**config.mk**
```make
export PLATFORM = sky130hd
export DESIGN_NAME = muldiv_hilo_ctrl
export DESIGN_NICKNAME = d
export VERILOG_FILES = /design/src/rtl/muldiv_hilo_ctrl.sv
export SDC_FILE = /design/constraint.sdc
export NUM_CORES = 1
export LEC_CHECK = 0
export CORE_MARGIN = 5
export CORE_UTILIZATION = 60
export CTS_BUF_LIST = sky130_fd_sc_hd__clkbuf_4 sky130_fd_sc_hd__clkbuf_8 sky130_fd_sc_hd__clkbuf_16
export DETAILED_ROUTE_END_ITERATION = 12
export DONT_BUFFER_PORTS = 1
export GPL_TIMING_DRIVEN = 0
export PLACE_DENSITY = 0.76
export SLEW_MARGIN = 5
export SYNTH_ARGS = -nofsm -noshare
export SYNTH_HDL_FRONTEND = slang
export SYNTH_SLANG_ARGS = --single-unit
```
**constraint.sdc**
```tcl
create_clock -name clk -period 2.8 [get_ports clk]
set_input_delay 0.84 -clock clk [delete_from_list [all_inputs] [get_ports clk]]
set_output_delay 0.84 -clock clk [all_outputs]
set_load 0.02 [all_outputs]
```
**src/rtl/muldiv_hilo_ctrl.sv**
```systemverilog
// HI/LO instruction-class control: decodes mult/div/madd/msub/mthi/mtlo/mfhi/mflo,
// launches the multi-cycle mul/div datapath, strobes HI/LO writes and stalls on hazards.
module muldiv_hilo_ctrl #(
  parameter int MUL_LAT = 4,
  parameter int DIV_LAT = 32,
  parameter int CNT_W   = 6
) (
  input  logic       clk,
  input  logic       rst_n,
  input  logic       id_valid,
  input  logic       flush,
  input  logic [5:0] Opcode,
  input  logic [5:0] Function,
  output logic       stall,
  output logic       md_start,
  output logic [2:0] md_op,
  output logic [1:0] hilo_we,
  output logic       hilo_src,
  output logic       busy
);

  typedef enum logic [1:0] {IDLE, BUSY, DONE} state_t;

  localparam logic [CNT_W-1:0] MUL_LOAD = CNT_W'(MUL_LAT - 1);
  localparam logic [CNT_W-1:0] DIV_LOAD = CNT_W'(DIV_LAT - 1);

  state_t           state_q, state_d;
  logic [CNT_W-1:0] cnt_q, cnt_d;
  logic [2:0]       op_q, op_d;

  logic             v;
  logic             is_start, is_mt, is_mf, mt_hi;
  logic [2:0]       dec_op;
  logic [CNT_W-1:0] lat_load;

  assign v = id_valid & ~flush;

  always_comb begin
    is_start = 1'b0;
    is_mt    = 1'b0;
    is_mf    = 1'b0;
    mt_hi    = 1'b0;
    dec_op   = 3'd0;
    if (Opcode == 6'b000000) begin
      case (Function)
        6'b011000: begin is_start = 1'b1; dec_op = 3'd0; end
        6'b011001: begin is_start = 1'b1; dec_op = 3'd1; end
        6'b011010: begin is_start = 1'b1; dec_op = 3'd2; end
        6'b011011: begin is_start = 1'b1; dec_op = 3'd3; end
        6'b010001: begin is_mt = 1'b1; mt_hi = 1'b1; end
        6'b010011: is_mt = 1'b1;
        6'b010000, 6'b010010: is_mf = 1'b1;
        default: ;
      endcase
    end else if (Opcode == 6'b011100) begin
      case (Function)
        6'b000000: begin is_start = 1'b1; dec_op = 3'd4; end
        6'b000100: begin is_start = 1'b1; dec_op = 3'd5; end
        default: ;
      endcase
    end
  end

  assign lat_load = ((dec_op == 3'd2) || (dec_op == 3'd3)) ? DIV_LOAD : MUL_LOAD;

  always_comb begin
    state_d  = state_q;
    cnt_d    = cnt_q;
    op_d     = op_q;
    md_start = 1'b0;
    hilo_we  = 2'b00;
    hilo_src = 1'b0;
    stall    = 1'b0;
    case (state_q)
      IDLE: begin
        if (v && is_start) begin
          md_start = 1'b1;
          op_d     = dec_op;
          cnt_d    = lat_load;
          state_d  = BUSY;
        end else if (v && is_mt) begin
          hilo_we  = mt_hi ? 2'b10 : 2'b01;
          hilo_src = 1'b1;
        end
      end
      BUSY: begin
        stall = v & (is_start | is_mt | is_mf);
        if (cnt_q == '0) state_d = DONE;
        else             cnt_d   = cnt_q - CNT_W'(1);
      end
      DONE: begin
        // HI/LO is written at the end of this cycle, so readers and GPR writers wait one cycle.
        hilo_we = 2'b11;
        stall   = v & (is_mt | is_mf);
        if (v && is_start) begin
          md_start = 1'b1;
          op_d     = dec_op;
          cnt_d    = lat_load;
          state_d  = BUSY;
        end else begin
          state_d = IDLE;
        end
      end
      default: state_d = IDLE;
    endcase
  end

  always_ff @(posedge clk or negedge rst_n) begin
    if (!rst_n) begin
      state_q <= IDLE;
      cnt_q   <= '0;
      op_q    <= 3'd0;
    end else begin
      state_q <= state_d;
      cnt_q   <= cnt_d;
      op_q    <= op_d;
    end
  end

  assign md_op = op_q;
  assign busy  = (state_q == BUSY) || (state_q == DONE);

endmodule

```
# ---- Word-level counts from Yosys, hierarchy flattened
# Index checks and enable logic that the tools add are counted.
dict set report word_totals {
  reg_bits 11
  latch_bits 0
  ramBits 0
  rom_bits 0
  in_bits 16
  output_inout_bits 9
  word_cells 78
  memories 0
}
dict set report classes {
  add_sub_neg 1
  n_mul 0
  div 0
  n_lt_le_gt_ge 0
  eq_ne 18
  shift 0
  mux 32
  bitwise_logic 7
  reduce_logical 17
}
# operator count
set op_table {}
lappend op_table {{6-bit by 5-bit equality test with 1-bit output (second input constant)} 9}
lappend op_table {{6-bit zero test} 3}
lappend op_table {{1-bit 2-to-1 mux} 16}
lappend op_table {{6-bit 2-to-1 mux} 2}
lappend op_table {{2-bit one-hot mux with 3 select lines} 2}
lappend op_table {{6-bit one-hot mux with 2 select lines} 1}
lappend op_table {{2-bit 2-to-1 mux} 5}
lappend op_table {{2-bit OR reduction} 4}
lappend op_table {{3-bit by 2-bit equality test with 1-bit output (second input constant)} 2}
lappend op_table {{6-bit by 3-bit equality test with 1-bit output (second input constant)} 1}
lappend op_table {{3-bit 2-to-1 mux} 2}
lappend op_table {{2-bit != test (second input constant)} 3}
lappend op_table {{3-bit one-hot mux with 2 select lines} 1}
lappend op_table {{6-bit by 1-bit subtractor with 6-bit output (second input constant)} 1}
lappend op_table {{5-bit 2-to-1 mux} 1}
lappend op_table {{2-bit one-hot mux with 2 select lines} 1}
lappend op_table {{2-bit AND reduction} 2}
lappend op_table {{4-bit OR reduction} 1}
lappend op_table {{1-bit AND} 3}
lappend op_table {{1-bit OR} 3}
lappend op_table {{3-bit AND reduction} 1}
lappend op_table {{2-bit by 1-bit equality test with 1-bit output (second input constant)} 1}
lappend op_table {{2-bit equality test (second input constant)} 1}
lappend op_table {{1-bit logical AND} 2}
lappend op_table {{6 further kinds} 7}

# ---- Logic depth before layout (Yosys ltp)
dict set report logic_depth {
  ltp_word 9
  depth_mapped 7
  depth_no_buf 7
}

# ---- Least setup slack after synthesis
# OpenSTA, ideal clock, no wires.
dict set report synth_path {
  path_type {input port to output port}
  from {in Function[5]}
  to {out hilo_we[0]}
  arrival_ps 2050
  required_ps 1960
  slack_ps -90
  stages 5
  n_path_buf 0
  cell_sequence {nor4_4 nand3b_2 nor2_1 nand2_1 nand2_1}
}
dict set report synth_via {
  elab_chain_cells 8
  elab_cells_between_ends 25
  cone_classes {7 x eq/ne; 12 x mux; 6 x reduce/logical}
}
# element line_no
set synth_rtl {}
lappend synth_rtl {{start: declaration} 13} ;# input logic [5:0] Function,
lappend synth_rtl {{6-bit by 5-bit equality test with 1-bit output, or another cell as far along} 45} ;# case (Function)
lappend synth_rtl {{2-bit OR reduction (no line)} n/a}
lappend synth_rtl {{1-bit 2-to-1 mux, on equally long branches} {45, 56}}
lappend synth_rtl {{1-bit 2-to-1 mux, on equally long branches} {44, 55}}
lappend synth_rtl {{1-bit logical AND / 1-bit 2-to-1 mux (equally long branches)} {81, 44}}
lappend synth_rtl {{2-bit 2-to-1 mux / 1-bit logical AND (equally long branches)} {81, 76}}
lappend synth_rtl {{2-bit 2-to-1 mux *} 76} ;# if (v && is_start) begin
lappend synth_rtl {{2-bit one-hot mux with 2 select lines *} 74} ;# case (state_q)
lappend synth_rtl {{end: declaration} 17} ;# output logic [1:0] hilo_we,
# Every way passes the cells marked *; elsewhere a longest branch is shown, timed or not.

# ---- Worst setup path after layout
dict set report layout_path {
  from {in Function[3]}
  to {out stall}
}
dict set report layout_via {
  elab_chain_cells 9
  elab_cells_between_ends 28
  cone_classes {9 x eq/ne; 9 x mux; 5 x bitwise; 5 x reduce/logical}
}
# element line_no
set layout_rtl {}
lappend layout_rtl {{6-bit by 3-bit equality test with 1-bit output / 6-bit zero test (equally long branches)} 56} ;# case (Function)
lappend layout_rtl {{2-bit OR reduction (no line)} n/a}
lappend layout_rtl {{1-bit 2-to-1 mux} 56}
lappend layout_rtl {{1-bit 2-to-1 mux} 55} ;# end else if (Opcode == 6'b011100) begin
lappend layout_rtl {{1-bit 2-to-1 mux} 44} ;# if (Opcode == 6'b000000) begin
lappend layout_rtl {{1-bit OR (2 in series)} 87} ;# stall = v & (is_start | is_mt | is_mf);
lappend layout_rtl {{1-bit AND} 87}
lappend layout_rtl {{1-bit one-hot mux with 2 select lines *} 74}
lappend layout_rtl {{end: declaration} 14} ;# output logic stall,
# Marks and branches as above.

==> PnR_summary.wiki <==
{| class="wikitable"
! Metric !! Value
|-
| Aggregate global-route resource usage || 0.1976
|-
| Number of antenna violations at the first check in global routing || 0
|-
| Clock tree from TritonCTS || yes
|-
| Total negative slack || 0 ns
|-
| Post-route worst setup slack || 0.07811 ns
|-
| Residual antenna-violating net count after detailed routing || 0
|-
| Static power due to leakage || 0.4526 nW
|-
| Number of setup violations in the final report || 0
|-
| Overall die width || 48.07 um
|-
| FMAX || 0.3674 GHz
|-
| CP Launch Point || Function[3]
|-
| R2r worst-path depth || 6
|-
| Total wire length || 2060 um
|-
| Total power after layout || 368.7 uW
|-
| Data arrival at the endpoint of the critical path || 1.88 ns
|-
| Commonest cells after routing, fill and taps aside || dfrtp_1, inv_1, ha_1
|-
| Clock sinks || 11
|-
| Cell count after synthesis || 90
|-
| Power Dens Cells || 377.3 nW/um2
|-
| Synth unique cells || 38
|-
| Pin count of the biggest net entering global routing || 12
|-
| Post-Syn Nets || 114
|-
| Netlist Area Pre-Place || 869.6 um2
|-
| Routability congestion estimate from global placement || 0.8682
|-
| Clock transition at path regs || 0.08 ns
|-
| Slew at the pin with the worst max-slew slack || 0.5317 ns
|-
| Filler instances || 103
|-
| # diodes || 0
|-
| Relative area change from synthesis to final layout || 12.37%
|-
| Drt first-iter violations || 37
|-
| Clock buffer depth || 2
|-
| Placement-stage worst setup slack || -0.1607 ns
|-
| Leading cell type in the layout, fill and taps excluded || dfrtp_1
|-
| Mux share of post-synthesis cell area || 0.06187
|-
| Clock latency reported for the late side of the worst-skew pair || 0.28 ns
|-
| Area share of fa/ha/maj cells after synthesis || 0.1151
|-
| Number of primary I/O pins || 25
|-
| Number of violations of the max-capacitance limit || 0
|-
| Max Slew Vio Count || 0
|-
| Number of CTS-inserted buffers || 3
|-
| Setup repair after global routing missed its margin || false
|-
| Wire length of the first global-routing pass || 3153 um
|-
| Fraction of the yosys area taken by sequential cells || 0.3165
|-
| Share of the synthesized netlist area taken by xor and xnor gates || 0
|-
| Type of the worst setup path || input port to output port
|-
| Pre-antenna DRT Iters || 4
|-
| Skew final || 0.002745 ns
|-
| Normalized max-slew margin || 0.6423
|-
| Required arrival time at the worst endpoint || 1.96 ns
|-
| Mean number of vias per cell || 6.730
|-
| Crit start category || input port
|-
| Final Util || 0.7326
|-
| Origin of the critical flop-to-flop path || state_q[0]
|-
| Estimated wirelength of the detail-placed design || 1522 um
|-
| Fraction of registers with async set/reset || 1.000
|-
| Post-route fraction of the period consumed by the critical path || 0.9721
|-
| Most instantiated flip-flop cell in the synthesis netlist || dfrtp_1
|-
| Initial core utilization || 0.6520
|-
| Final net count || 121
|-
| Height of the die || 48.07 um
|-
| Number of endpoints with negative hold slack in the final report || 0
|-
| Endpoint of the worst-slack reg-to-reg timing path || md_op[0]
|-
| Fraction of the mapped netlist area in simple logic gates || 0.2388
|-
| Fin crit period || 2.722 ns
|-
| Number of global-route vias before repair || 725
|-
| Dominant combinational cell family by area after synthesis || simple AND/OR/NAND/NOR gates
|-
| Post-route DRC || 0
|-
| Number of H-tree levels || 1
|-
| Number of enable flip-flop cells after synthesis || 0
|-
| Area of the core || 1334 um2
|-
| Hold Path Class || input port to async pin
|-
| Syn_area_per_cell || 9.662 um2
|-
| Final global-route overflow total || 0
|-
| CTS Root Cell || clkbuf_4
|-
| DR vias || 747
|-
| Result of the run || completed
|-
| # rows || 13
|-
| Setup slack of the worst register-to-register path || 0.79 ns
|-
| Area enclosed by the die boundary || 2311 um2
|-
| Peak ir drop on the vdd network || 0.2368 mV
|-
| Register bit total from synthesis || 11
|-
| IO Port Bufs || 0
|-
| Fraction of the mapped netlist area in compound gates || 0.2245
|-
| Post-CTS Hold Buffers || 0
|-
| CP max FO || 7
|-
| Synthesis Warnings || 0
|-
| Setup crit end kind || output port
|-
| Fraction of layout cells with a size suffix above 1 || 0.2396
|-
| WL per Instance || 18.56 um
|}
## worst max-delay path, stage by stage
cell,delay [ns]
nand4b_1,0.20
nor4_4,0.32
a21oi_1,0.15
o22ai_2,0.13
and3_4,0.24
## cell usage after synthesis (2+ instances only)
cell | instances | area share
mux2i_1 | 2 | 0.023
o22ai_1 | 3 | 0.022
nand2_1 | 6 | 0.026
and3b_1 | 2 | 0.020
o31ai_1 | 2 | 0.017
mux2_2 | 2 | 0.026
nand4b_1 | 2 | 0.020
and2_1 | 2 | 0.014
nor4_1 | 2 | 0.014
a21oi_1 | 6 | 0.035
a31oi_1 | 2 | 0.014
ha_1 | 8 | 0.12
and3_1 | 2 | 0.014
o21ai_0 | 4 | 0.023
dfrtp_1 | 11 | 0.32
inv_1 | 9 | 0.039
nor2_1 | 4 | 0.017
## power breakdown
group	internal, mW	switching (mW)
Combinational	0.0249	0.0351
Sequential	0.171	0.00872
Clock	0.0650	0.0643
Total	0.261	0.108
## metrics by stage
step / area [um2] / hold slack (ns) / std cells
2_1_floorplan: 877.1 / 0.4515 / 90
3_3_place_gp: 895.9 / 0.4774 / 105
3_5_place_dp: 895.9 / 0.4843 / 105
4_1_cts: 955.9 / 0.2503 / 110
5_1_grt: 977.2 / 0.2338 / 111
6_report: 977.2 / 0.2444 / 111
## cell families after synthesis
logic type,count (synthesis)
and+or+nand+nor,29
AOI/OAI and AO/OA,27
DFF,11
buffers and inverters,10
adders and majority gates,8
muxes,5
## per-layer routing
| layer | GRT usage | up-vias | share of wire |
|---|---|---|---|
| met1 | 0.2455 | 362 | 0.40 |
| met3 | 0.05263 | 2 | 0.079 |
| li1 | - | 348 | - |
| met2 | 0.3351 | 35 | 0.52 |
| met4 | 0.05376 | 0 | 0.0078 |
| met5 | 0 | - | 0 |
## worst max path at each step
stage	endpoint	slack [ns]
floorplan	hilo_we[0]	-0.004
global placement	hilo_we[0]	-0.12
detailed placement	hilo_we[0]	-0.16
CTS	md_start	-0.004
global route	hilo_we[0]	0.003
finish	stall	0.08
## flip-flops by register name (all words and copies together), names as in the netlist
register  count
cnt_q         6
md_op         3
state_q       2
## what timing repair did
action,CTS,global route
buffers inserted,1,1
setup endpoints to repair,3,4
pin swaps,1,5
resized for setup,3,4
## final cells by class
class / instances / area [um2] / area share
multi-input cells: 69 / 600.6 / 0.6146
flip-flops and latches: 11 / 275.3 / 0.2817
inverters: 10 / 37.54 / 0.03841
clock buffers: 4 / 30.03 / 0.03073
well taps: 15 / 18.77 / 0.01921
repair buffers: 2 / 15.01 / 0.01536
Note: power is estimated with default switching activity, not from simulation.
